--- src/rtl/vga_scan_driver.sv ---
// vga_scan_driver: raster timing generator and registered pixel output stage.
//
// Produces scan coordinates (vga_xpos/vga_ypos) for the game controller, samples
// the 1-bit colours it returns, blanks them outside the visible window and drives
// registered RGB, HSYNC, VSYNC and DE. Also exports a pixel-rate enable and a
// one-cycle frame-start strobe with an 8-bit frame counter.
//
// Ports:
//   clk                         system clock
//   rst                         asynchronous active-low reset
//   vga_xpos [10:0]             horizontal scan count, 0..H_TOTAL-1
//   vga_ypos [9:0]              vertical scan count, 0..V_TOTAL-1
//   vga_red/green/blue          colour for the current coordinate (combinational)
//   vga_r_o/g_o/b_o             registered, blanked colour pins
//   vga_hs, vga_vs              registered sync pins, polarity set by SYNC_POL
//   vga_de                      registered display enable, aligned with RGB
//   pix_en                      one-clk pulse per pixel period
//   frame_start                 one-clk pulse on the pixel where the scan wraps to (0,0)
//   frame_cnt [7:0]             frame counter, wraps 255->0
module vga_scan_driver #(
   parameter int unsigned CLK_DIV  = 2,
   parameter int unsigned H_ACTIVE = 640,
   parameter int unsigned H_FP     = 16,
   parameter int unsigned H_SYNC   = 96,
   parameter int unsigned H_BP     = 48,
   parameter int unsigned V_ACTIVE = 480,
   parameter int unsigned V_FP     = 10,
   parameter int unsigned V_SYNC   = 2,
   parameter int unsigned V_BP     = 33,
   parameter int unsigned SYNC_POL = 0
) (
   input  logic        clk,
   input  logic        rst,
   output logic [10:0] vga_xpos,
   output logic [9:0]  vga_ypos,
   input  logic        vga_red,
   input  logic        vga_green,
   input  logic        vga_blue,
   output logic        vga_r_o,
   output logic        vga_g_o,
   output logic        vga_b_o,
   output logic        vga_hs,
   output logic        vga_vs,
   output logic        vga_de,
   output logic        pix_en,
   output logic        frame_start,
   output logic [7:0]  frame_cnt
);

   localparam int unsigned H_TOTAL = H_ACTIVE + H_FP + H_SYNC + H_BP;
   localparam int unsigned V_TOTAL = V_ACTIVE + V_FP + V_SYNC + V_BP;
   localparam int unsigned DivW    = (CLK_DIV > 1) ? $clog2(CLK_DIV) : 1;

   localparam logic [DivW-1:0] DivLast = DivW'(CLK_DIV - 1);
   localparam logic [10:0] HLast    = 11'(H_TOTAL - 1);
   localparam logic [10:0] HActEnd  = 11'(H_ACTIVE);
   localparam logic [10:0] HSyncBeg = 11'(H_ACTIVE + H_FP);
   localparam logic [10:0] HSyncEnd = 11'(H_ACTIVE + H_FP + H_SYNC);
   localparam logic [9:0]  VLast    = 10'(V_TOTAL - 1);
   localparam logic [9:0]  VActEnd  = 10'(V_ACTIVE);
   localparam logic [9:0]  VSyncBeg = 10'(V_ACTIVE + V_FP);
   localparam logic [9:0]  VSyncEnd = 10'(V_ACTIVE + V_FP + V_SYNC);
   localparam logic        PolHigh  = (SYNC_POL != 0);

   logic [DivW-1:0] div_cnt_q, div_cnt_d;
   logic            pix_en_q, pix_en_d;
   logic [10:0]     h_cnt_q, h_cnt_d;
   logic [9:0]      v_cnt_q, v_cnt_d;
   logic [7:0]      frame_cnt_q, frame_cnt_d;
   logic            de_q, r_q, g_q, b_q, hs_q, vs_q;

   logic h_wrap, v_wrap, frame_wrap;
   logic active, hs_act, vs_act;

   always_comb begin
      div_cnt_d = (div_cnt_q == DivLast) ? '0 : div_cnt_q + DivW'(1);
      // pix_en is registered so it stays low during reset even when CLK_DIV=1,
      // yet is high exactly in the cycles where div_cnt_q == CLK_DIV-1.
      pix_en_d  = (div_cnt_d == DivLast);

      h_wrap     = (h_cnt_q == HLast);
      v_wrap     = (v_cnt_q == VLast);
      frame_wrap = pix_en_q & h_wrap & v_wrap;

      h_cnt_d = h_cnt_q;
      v_cnt_d = v_cnt_q;
      if (pix_en_q) begin
         h_cnt_d = h_wrap ? '0 : h_cnt_q + 11'd1;
         if (h_wrap) begin
            v_cnt_d = v_wrap ? '0 : v_cnt_q + 10'd1;
         end
      end
      frame_cnt_d = frame_wrap ? frame_cnt_q + 8'd1 : frame_cnt_q;

      active = (h_cnt_q < HActEnd) && (v_cnt_q < VActEnd);
      hs_act = (h_cnt_q >= HSyncBeg) && (h_cnt_q < HSyncEnd);
      vs_act = (v_cnt_q >= VSyncBeg) && (v_cnt_q < VSyncEnd);
   end

   always_ff @(posedge clk or negedge rst) begin
      if (!rst) begin
         div_cnt_q   <= '0;
         pix_en_q    <= 1'b0;
         h_cnt_q     <= '0;
         v_cnt_q     <= '0;
         frame_cnt_q <= '0;
      end else begin
         div_cnt_q   <= div_cnt_d;
         pix_en_q    <= pix_en_d;
         h_cnt_q     <= h_cnt_d;
         v_cnt_q     <= v_cnt_d;
         frame_cnt_q <= frame_cnt_d;
      end
   end

   // Output stage: one pixel period behind the coordinate it describes.
   always_ff @(posedge clk or negedge rst) begin
      if (!rst) begin
         de_q <= 1'b0;
         r_q  <= 1'b0;
         g_q  <= 1'b0;
         b_q  <= 1'b0;
         hs_q <= ~PolHigh;
         vs_q <= ~PolHigh;
      end else if (pix_en_q) begin
         de_q <= active;
         r_q  <= vga_red & active;
         g_q  <= vga_green & active;
         b_q  <= vga_blue & active;
         hs_q <= ~(hs_act ^ PolHigh);
         vs_q <= ~(vs_act ^ PolHigh);
      end
   end

   assign vga_xpos    = h_cnt_q;
   assign vga_ypos    = v_cnt_q;
   assign pix_en      = pix_en_q;
   assign frame_start = frame_wrap;
   assign frame_cnt   = frame_cnt_q;
   assign vga_de      = de_q;
   assign vga_r_o     = r_q;
   assign vga_g_o     = g_q;
   assign vga_b_o     = b_q;
   assign vga_hs      = hs_q;
   assign vga_vs      = vs_q;

endmodule
--- config.mk ---
export PLATFORM = sky130hd
export DESIGN_NAME = vga_scan_driver
export DESIGN_NICKNAME = d
export VERILOG_FILES = /design/src/rtl/vga_scan_driver.sv
export SDC_FILE = /design/constraint.sdc
export NUM_CORES = 1
export LEC_CHECK = 0
export ABC_AREA = 1
export ABC_CLOCK_PERIOD_IN_PS = 1700
export BUFFER_PORTS_ARGS = -buffer_cell sky130_fd_sc_hd__buf_2
export CAP_MARGIN = 40
export CORE_AREA = 3 3 86 88
export DETAILED_ROUTE_END_ITERATION = 16
export DIE_AREA = 0 0 89 91
export PLACE_DENSITY = 0.48
export SYNTH_ARGS = -nofsm -noshare
export SYNTH_HDL_FRONTEND = slang
export SYNTH_SLANG_ARGS = --single-unit
export TNS_END_PERCENT = 100
--- constraint.sdc ---
create_clock -name clk -period 1.7 [get_ports clk]
set_input_delay 0.085 -clock clk [delete_from_list [all_inputs] [get_ports clk]]
set_output_delay 0.085 -clock clk [all_outputs]
set_load 0.01 [all_outputs]
# Yosys cells after proc, flatten, opt, wreduce, memory -nomap -nowiden
# Cells that the tools add are included.
[totals]
ff_bits = 36
input_bits = 5
out_inout_bits = 37
wordCells = 36
[op_classes]
n_addsub = 4
order_cmp = 6
eq_ne = 2
mux = 3
n_bitwise = 7
n_reduce_logical = 4
[op_table]
columns = ["operator", "count"]
rows = [
  ["$lt 11x10->1 const B", 2],
  ["$lt 10x9->1 const B", 2],
  ["$add 11x1->11 const B", 1],
  ["$eq 11x10->1 const B", 1],
  ["$ge 11x10->1 const B", 1],
  ["$mux 11", 1],
  ["$add 10x1->10 const B", 1],
  ["$eq 10x10->1 const B", 1],
  ["$ge 10x9->1 const B", 1],
  ["$mux 10", 1],
  ["$add 8x1->8 const B", 1],
  ["$and 1x1->1", 5],
  ["$logic_and 1x1->1", 3],
  ["$not 1->1", 2],
  ["$reduce_and 2->1", 1],
  ["$add 1x1->1 const B", 1],
  ["$mux 1", 1],
]

# Logic depth before layout (Yosys ltp)
# Gate-level depths: netlist (run 1).
[depth]
depth_word = 3
mapped_depth = 9
depth_no_buf = 8

# Least setup slack after synthesis (run 1)
# No wires, ideal clock.
[synth_timing]
path_kind = "flip-flop to flip-flop"
start = "register v_cnt_q[0] (netlist: vga_ypos[0])"
end = "register frame_cnt_q[7] (netlist: frame_cnt[7])"
t_arrival_ns = 1.387
t_required_ns = 1.574
path_slack_ns = 0.187
path_stages_with_launch = 9
path_buffers = 1
period_less_slack_ns = 1.513
cell_sequence = "dfrtp_1 inv_1 ha_1 inv_1 nor2_4 nand4_4 nor2_4 buf_6 o21ai_0"
[synth_via]
elab_chain_cells = 2
[synth_rtl]
columns = ["item", "line", "source"]
rows = [
  ["start, declared", "68", "logic [9:0] v_cnt_q, v_cnt_d;"],
  ["start signal, assigned", "111", "v_cnt_q <= v_cnt_d;"],
  ["$eq 10x10->1", "82", "v_wrap = (v_cnt_q == VLast);"],
  ["$and 1x1->1", "83", "frame_wrap = pix_en_q & h_wrap & v_wrap;"],
  ["end signal, assigned", "112", "frame_cnt_q <= frame_cnt_d;"],
  ["end, declared", "69", "logic [7:0] frame_cnt_q, frame_cnt_d;"],
]
# No other way between the ends.
# A chain may end at the register's enable or synchronous reset.

# Worst setup path in the final report (run 1)
[layout_timing]
start = "register h_cnt_q[1] (netlist: vga_xpos[1])"
end = "output port frame_start"
[layout_via]
elab_chain_cells = 3
[layout_rtl]
columns = ["item", "line", "source"]
rows = [
  ["start, declared", "67", "logic [10:0] h_cnt_q, h_cnt_d;"],
  ["start signal, assigned", "110", "h_cnt_q <= h_cnt_d;"],
  ["$eq 11x10->1", "81", "h_wrap = (h_cnt_q == HLast);"],
  ["$and 1x1->1 (2 in series)", "83", ""],
  ["end, declared", "46", "output logic frame_start,"],
]
# No other way between the ends.

==> reports/metrics.cfg, run 1 <==
[layout]
final_cells = 400
drive_above_1_share = 0.303
finalNetCount = 328
fin_area_sq_um = 2620
antennaDiodeCount = 0
synthToLayoutAreaGrowth_pct = 30.1

[synth]
synth_area_sq_um = 2010
synth-warning-count = 0
syn_area_per_cell_sq_um = 7.93
ys_seq_area_frac = 0.448
synth_cell_types = 28
synthCells = 254
synth_nets = 263
synth-seq-cells = 36

[setup_path]
critPathCaptureType = output pin
cp.arrival_ps = 1510
worstSetupEndpoint = frame_start
crit_fanout = 4
start_kind = flop
worstRegToRegCells = 7
reg2reg_slack_ps = 130
cp-startpoint = vga_xpos[1]
required_ps = 1620
r2r-start = vga_xpos[1]
worstReg2RegEnd = vga_ypos[8]
worst-setup-path-type = flop to output pin

[clocking]
numClockSinks = 36
cts_htree_levels = 2
cts_buffers = 5
clockBufferDepth = 2
clockRootBuffer = clkbuf_8
clkTransAtPathRegs_ps = 80
cts_tree = done
clk_latency_ps = 290

[floorplanning]
die_x_microns = 89
row_count = 30
die_h_microns = 91
ioPinCount = 42
core_sq_um = 6720
start_util = 0.300
fp.dieArea_sq_um = 8100

[pwr]
power_density_nw_per_um2 = 602
p_leak_nw = 1.29
power_w = 0.00158
ir_drop_mv = 0.269

[detailed_routing]
drt_iter0_drc = 66
wirelength_microns = 5030
dr.pass1.iters = 4
post_drt_wl_per_cell_microns = 12.6
postRouteAntennaNets = 0
vias_per_cell = 4.71
dr_total_vias = 1885
post-route-drc-count = 0

[sta]
fin_hold_ws_ps = 363
period_minus_slack_ps = 1600
slew_headroom = 0.688
fin_crit_sh = 0.941
slew_viol_final = 0
fmax_mhz = 625
finalClockSkew_ps = 7.47
finalWorstSetupSlack_ps = 100
tightest_slew_ps = 469
rsz0062_at_grt = yes
hold_viol_final = 0
finalSetupViolations = 0

[place]
pre_cts_ws_ps = 94.1
place_inst = 379
port_buffers = 41
gp_congestion = 0.846
placed_area_sq_um = 2350
hpwl_microns = 3590

[global_route]
grt.overflow.total = 0
track_usage = 0.135
grt_pass1_wl_microns = 8710
grt_pass1_vias = 1818
grt_max_degree = 37
grt_antenna_before_repair = 0

[worst_hold_path]
hp-class = input port to asynchronous set/reset pin

[flow_run]
max_cap_viol_count = 0

[outcome]
outcome = complete, no violations

-- cell usage after synthesis, drive strengths merged --
library cell	n	area [sq um]
a21oi	3	15.0
a41oi	1	8.76
buf	7	50.1
dfrtp	34	851
dfstp	2	52.6
ha	4	50.1
inv	30	113
nand2	69	262
nand3	19	105
nand3b	1	7.51
nand4	9	71.3
nor2	33	156
nor3	9	56.3
nor4	1	6.26
o21ai	20	108
or2	1	6.26
xnor2	2	17.5
xor2	9	78.8
-- registers in the layout (all words and copies together) (netlist names) --
| signal | cells |
|---|---|
| vga_de | 1 |
| frame_cnt | 8 |
| vga_b_o | 1 |
| vga_vs | 1 |
| vga_ypos | 10 |
| vga_xpos | 11 |
| pix_en | 1 |
| vga_g_o | 1 |
| vga_r_o | 1 |
| vga_hs | 1 |
-- repair_timing --
action,4_1_cts,5_1_grt
hold buffers,4,0
pin swaps,0,4
resized for setup,4,12
hold endpoints to repair,37,0
gates cloned,0,1
endpoints found under the setup margin,1,13
setup buffers,2,6
-- cell usage in the layout (no fill, tap or decap) --
cell / synthesis / routed
nand4_4: 1 / 1
buf_2: 4 / 41
ha_1: 4 / 3
nand3_1: 17 / 17
dfstp_2: 2 / 2
inv_1: 30 / 29
a21oi_1: 3 / 3
nand2_1: 68 / 68
xnor2_1: 2 / 2
dfrtp_2: 0 / 3
nor2_4: 2 / 4
o21ai_1: 2 / 2
ha_4: 0 / 1
buf_4: 1 / 18
nand3b_1: 1 / 1
dlygate4sd3_1: 0 / 4
xor2_1: 9 / 9
buf_6: 2 / 1
nor2_2: 7 / 9
clkbuf_8: 0 / 7
nor3_4: 1 / 1
clkbuf_1: 0 / 1
o21ai_0: 16 / 16
inv_2: 0 / 1
o21ai_2: 2 / 2
nor4_1: 1 / 1
nand4_1: 8 / 8
nor3_1: 8 / 6
nor2_1: 24 / 21
nor3_2: 0 / 2
or2_2: 1 / 1
a41oi_1: 1 / 1
dfrtp_1: 34 / 31
nand2_2: 1 / 1
nand3_4: 0 / 2
-- metal layers --
metal,vias up,part of all wire,global-route usage
met5,-,0,0
met4,0,0.011,0.0409
met3,4,0.034,0.0281
met2,34,0.47,0.214
met1,901,0.48,0.182
li1,946,-,-
-- how the worst min path moves through the flow --
stage | endpoint | start | slack, ps | cells after the start
3_3_place_gp | frame_cnt[4] | rst | 170 | 2
5_1_grt | frame_cnt[3] | rst | 450 | 3
6_report | frame_cnt[4] | rst | 360 | 3
2_1_floorplan | frame_cnt[0] | rst | -210 | 0
4_1_cts | frame_cnt[7] | rst | 390 | 3
3_5_place_dp | frame_cnt[7] | rst | 170 | 2
-- through the flow --
| step | setup TNS, ps | utilization |
|---|---|---|
| after CTS | 0 | 0.375 |
| after detailed placement | 0 | 0.350 |
| final | 0 | 0.390 |
| after global placement | 0 | 0.350 |
| after global routing | -43.0 | 0.390 |
| after floorplan | 0 | - |
-- area by class of cell --
cell class                      instances  area (sq um)
Fill cell                             697          4100
Multi-Input combinational cell        182          1010
Sequential cell                        36           907
Timing Repair Buffer                   64           392
Inverter                               30           113
Clock buffer                            8           100
Tap cell                               80           100
-- logic make-up (layout without fill, tap and decap cells) --
logic type,count (synthesis),after routing,share of synthesized area
AOI/OAI and AO/OA,24,24,0.0652
buffers and inverters,37,102,0.0807
DFF,36,36,0.448
adders and majority gates,4,4,0.0248
xor gates and xnor gates,11,11,0.0478
and+or+nand+nor,142,143,0.333
-- worst max-delay path: stages (launching register included) --
cell	delay [ps]
dfrtp_1	400
ha_4	170
nand3_4	100
nor2_4	130
inv_1	70
nor2_1	100
nand2_1	100
inv_1	60
buf_2	120
-- where the power goes --
group / switching [W] / total [W] / internal [W] / leakage, nW
Combinational: 0.0000230 / 0.0000374 / 0.0000144 / 0.771
Sequential: 0.00000195 / 0.000862 / 0.000860 / 0.466
Clock: 0.000310 / 0.000680 / 0.000370 / 0.0515
Total: 0.000335 / 0.00158 / 0.00124 / 1.29
Power figures use the tool's default switching activity.
==> inputs of run 2 (changes only) <==
--- a/config.mk
+++ b/config.mk
@@ -9,10 +9,12 @@
 export ABC_CLOCK_PERIOD_IN_PS = 1700
 export BUFFER_PORTS_ARGS = -buffer_cell sky130_fd_sc_hd__buf_2
 export CAP_MARGIN = 40
+export CELL_PAD_IN_SITES_DETAIL_PLACEMENT = 1
+export CELL_PAD_IN_SITES_GLOBAL_PLACEMENT = 1
 export CORE_AREA = 3 3 86 88
 export DETAILED_ROUTE_END_ITERATION = 16
 export DIE_AREA = 0 0 89 91
-export PLACE_DENSITY = 0.48
+export PLACE_DENSITY = 0.62
 export SYNTH_ARGS = -nofsm -noshare
 export SYNTH_HDL_FRONTEND = slang
 export SYNTH_SLANG_ARGS = --single-unit
==> run 2 against run 1 <==
  * Clock-buffer cell count stayed put
  * Combinational power increased by 3%
  * Utilization shrank 0.15 points
  * Sequential power is essentially flat
  * Critical path type unchanged
  * Global-route usage increased by 1.0 points
  * Via count up 0.27%
  * Die area stayed put
==> reports/metrics.cfg, run 2 (synthesis gave the netlist of run 1 again) <==
[outcome]
outcome = complete, no violations

[floorplanning]
fp.dieArea_sq_um = 8100
row_count = 30
die_x_microns = 89
core_sq_um = 6720
die_h_microns = 91
start_util = 0.300
ioPinCount = 42

[place]
pre_cts_ws_ps = 74.4
gp_congestion = 0.815
hpwl_microns = 3970
port_buffers = 41

[setup_path]
critPathCaptureType = output pin
worst-setup-path-type = flop to output pin
cp.arrival_ps = 1530
cp_num_buf_inv = 3
cp_top_family = simple AND/OR/NAND/NOR gates
reg2reg_slack_ps = 140
cp_slowest_cell = dfrtp_1
worstRegToRegCells = 7
crit_fanout = 4
worstPathCellList = ha_4 -> nand3_4 -> nor2_4 -> inv_2 -> nor2_1 -> nand2_1 -> inv_1 -> buf_2
worstReg2RegEnd = frame_cnt[7]
start_kind = flop
max_stage_delay_ps = 410
r2r-start = vga_ypos[1]
required_ps = 1620

[sta]
slew_headroom = 0.671
fmax_mhz = 620
period_minus_slack_ps = 1610
finalSetupViolations = 0
fin_hold_ws_ps = 374
finalWorstSetupSlack_ps = 87.8
tightest_slew_ps = 493
finalClockSkew_ps = 6.68
rsz0062_at_grt = yes
slew_viol_final = 0
fin_crit_sh = 0.948
hold_viol_final = 0

[layout]
largest_reg_flops = 11
antennaDiodeCount = 0
synthToLayoutAreaGrowth_pct = 29.6
finalNetCount = 327
final_common_cell = nand2_1
drive_above_1_share = 0.304
fill_cells = 837
mostFrequentLayoutCells = nand2_1, buf_2, dfrtp_1

[detailed_routing]
post_drt_wl_per_cell_microns = 13.6
drt_iter0_drc = 35
vias_per_cell = 4.74
wirelength_microns = 5420
post-route-drc-count = 0
dr_total_vias = 1890
postRouteAntennaNets = 0
dr.pass1.iters = 4

[pwr]
p_seq_frac = 0.545
ir_drop_mv = 0.240
p_comb_frac = 0.024
swShare = 0.213
intPower_w = 0.00124
power_density_nw_per_um2 = 605
p_leak_nw = 1.29
switchingPower_w = 0.000336
power_frac_clock = 0.431

[global_route]
grt_max_degree = 37
grt_pass1_vias = 1828
track_usage = 0.145
grt.overflow.total = 0
grt_antenna_before_repair = 0
grt_pass1_wl_microns = 9290

[clocking]
numClockSinks = 36
clk_latency_ps = 290
clockRootBuffer = clkbuf_8
cts_htree_levels = 2
clkTransAtPathRegs_ps = 80
cts_buffers = 5
clockBufferDepth = 2
cts_tree = done

[flow_run]
max_cap_viol_count = 0

[worst_hold_path]
hp-class = input port to asynchronous set/reset pin

==> run 2: cell types whose count changed in the layout (fill, tap and decap cells not counted), sizes merged <==
cell and delta:
nor2 -1
==> run 2: stage by stage <==
step / setup TNS (ps) / cells / area [sq um] / power [W] / util
CTS: 0 / 392 / 2530 / 0.00163 / 0.376
floorplan: 0 / 254 / 2010 / 0.000883 / -
finish: 0 / 399 / 2610 / 0.00158 / 0.389
detailed placement: 0 / 380 / 2360 / 0.000912 / 0.351
global placement: 0 / 380 / 2360 / 0.000911 / 0.351
global route: -49.8 / 399 / 2610 / 0.00166 / 0.389
==> run 2: final cells by class <==
type	count	area (sq um)	area share
Clock buffer	8	100	0.0383
Timing Repair Buffer	64	388	0.149
Sequential cell	36	907	0.347
Inverter	30	113	0.0431
Multi-Input combinational cell	181	1000	0.384
Tap cell	80	100	0.0383
==> run 2: worst max-delay path by stage <==
stage | depth (start not counted) | endpoint | startpoint
2_1_floorplan | 8 | frame_cnt[7] | vga_ypos[0]
3_3_place_gp | 7 | frame_cnt[7] | vga_ypos[1]
3_5_place_dp | 7 | frame_cnt[7] | vga_ypos[1]
4_1_cts | 7 | frame_start | vga_xpos[4]
5_1_grt | 8 | frame_start | vga_xpos[0]
6_report | 8 | frame_start | vga_xpos[0]
==> run 2: worst register-to-register path: stages (launching register included) <==
cell and delay [ps]:
dfrtp_1 430, inv_2 90, ha_1 160, inv_1 70, nor2_4 120, nand4_4 170, nor2_4 290, o21ai_0 120
==> run 2: power by group through the flow <==
stage,clock network [W],logic [W],registers (W)
5_1_grt,0.000751,0.0000446,0.000862
2_1_floorplan,0,0.00000269,0.000880
3_3_place_gp,0,0.0000333,0.000878
3_5_place_dp,0,0.0000342,0.000878
6_report,0.000681,0.0000384,0.000861
4_1_cts,0.000725,0.0000409,0.000861
==> run 2: routing by layer <==
| metal | vias to the layer above | share of wire | GRT usage |
|---|---|---|---|
| li1 | 941 | - | - |
| met1 | 915 | 0.47 | 0.202 |
| met2 | 28 | 0.48 | 0.225 |
| met3 | 6 | 0.037 | 0.0281 |
| met4 | 0 | 0.014 | 0.0447 |
| met5 | - | 0 | 0 |
==> run 2: what timing repair did <==
action	in CTS	in global routing
endpoints found under the hold margin	37	0
gates resized for setup	7	10
setup buffers	0	7
endpoints found under the setup margin	1	11
hold buffers	4	0
pin swaps	0	4
==> inputs of run 3 (changes only) <==
==> constraint.sdc (replaced) <==
create_clock -name clk -period 1.7 [get_ports clk]
set_input_delay 0.34 -clock clk [delete_from_list [all_inputs] [get_ports clk]]
set_output_delay 0.34 -clock clk [all_outputs]
set_load 0.01 [all_outputs]
==> run 3 against run 2 <==
  * The flow now finishes with violations (setup timing)
  * Sequential power about the same
  * Utilization up 2.0 points
  * Register-to-register slack worse by 20 ps
  * Maximum frequency down 8.7%
  * Sequential cell count unchanged
==> reports/metrics.cfg, run 3 (synthesis gave the netlist of run 1 again) <==
[clocking]
cts_buffers = 5
clk_latency_ps = 290
cts_tree = done
clkTransAtPathRegs_ps = 80
cts_htree_levels = 2
clockBufferDepth = 2
clockRootBuffer = clkbuf_8
numClockSinks = 36

[floorplanning]
die_x_microns = 89
die_h_microns = 91
core_sq_um = 6720
row_count = 30
fp.dieArea_sq_um = 8100
start_util = 0.300
ioPinCount = 42

[pwr]
power_density_nw_per_um2 = 604
ir_drop_mv = 0.369
power_w = 0.00166
p_leak_nw = 1.37

[sta]
fin_crit_sh = 1.04
finalClockSkew_ps = 8.85
hold_viol_final = 0
finalSetupViolations = 1
slew_headroom = 0.698
finalWorstSetupSlack_ps = -65.9
slew_viol_final = 0
tightest_slew_ps = 454
rsz0062_at_grt = yes
fmax_mhz = 566
period_minus_slack_ps = 1770

[detailed_routing]
post_drt_wl_per_cell_microns = 13.6
postRouteAntennaNets = 0
vias_per_cell = 4.63
dr.pass1.iters = 4
dr_total_vias = 1908
wirelength_microns = 5610
drt_iter0_drc = 75
post-route-drc-count = 0

[global_route]
grt_max_degree = 21
grt_antenna_before_repair = 0
track_usage = 0.149
grt_pass1_vias = 1943
grt_pass1_wl_microns = 9600
grt.overflow.total = 0

[layout]
synthToLayoutAreaGrowth_pct = 36.3
final_common_cell = nand2_1
mostFrequentLayoutCells = nand2_1, buf_2, dfrtp_1
antennaDiodeCount = 0
final_core_util = 0.409
drive_above_1_share = 0.355
largest_reg_flops = 11
fill_cells = 839
finalNetCount = 340

[outcome]
violations = setup timing
outcome = finished with violations

[setup_path]
critPathCaptureType = output pin
required_ps = 1360
cp.arrival_ps = 1430
crit_fanout = 3
worst-setup-path-type = flop to output pin
start_kind = flop

[worst_hold_path]
hp-class = input port to flop

[flow_run]
max_cap_viol_count = 0

[place]
port_buffers = 41
gp_congestion = 0.809
pre_cts_ws_ps = 46.0
hpwl_microns = 4300

[run 3: metal layers]
layer / vias up / wire (microns) / global-route usage
met5: - / 0 / 0
met4: 0 / 81 / 0.0484
met3: 7 / 151 / 0.0218
met2: 27 / 2810 / 0.246
met1: 911 / 2560 / 0.199
li1: 963 / - / -
[run 3: cell type report]
cell class	count	area, sq um	area share
repair buffers	76	487	0.177
inverters	30	113	0.0410
clock inverters	3	42.5	0.0155
flip-flops and latches	36	905	0.330
well taps	80	100	0.0365
multi-input cells	182	1030	0.375
clock buffers	5	68.8	0.0251
[run 3: where the power goes]
part	leakage (nW)	internal [W]	total, W	switching, W
sequential	0.469	0.000859	0.000861	0.00000183
clock	0.0541	0.000434	0.000760	0.000326
combinational	0.843	0.0000130	0.0000373	0.0000242
total	1.37	0.00131	0.00166	0.000352
[run 3: through the flow]
| step | cell area (sq um) | instances | setup TNS [ps] | hold slack [ps] |
|---|---|---|---|---|
| after CTS | 2650 | 404 | -130 | 234 |
| after global routing | 2750 | 412 | -222 | 240 |
| after floorplan | 2010 | 254 | 0 | 44.4 |
| final | 2750 | 412 | -65.9 | 238 |
| after detailed placement | 2460 | 392 | 0 | 312 |
| after global placement | 2460 | 392 | 0 | 310 |
[run 3: worst paths after layout]
path | endpoint | from | slack (ps) | cells past startpoint
worst max-delay path | frame_start | vga_ypos[0] | -70 | 7
min in group asynchronous | frame_cnt[4] | rst | 530 | 2
worst min register to register | vga_r_o | vga_r_o | 480 | 2
worst min-delay path | vga_r_o | vga_red | 240 | 3
worst max register to register | vga_ypos[7] | vga_xpos[0] | 120 | 8
max in group asynchronous | vga_vs | rst | 630 | 3
[run 3: critical path, stage by stage (launching register included)]
cell	delay, ps
dfrtp_1	400
inv_2	60
ha_2	180
nand2_2	60
nor3_2	190
nand2_2	80
inv_1	50
buf_2	120
[run 3: repair_timing]
item | 4_1_cts | 5_1_grt
setup endpoints to repair | 1 | 11
pin swaps | 3 | 4
buffers inserted | 3 | 7
gates cloned | 0 | 1
resized for setup | 11 | 11
hold buffers | 1 | 0
hold endpoints to repair | 11 | 0
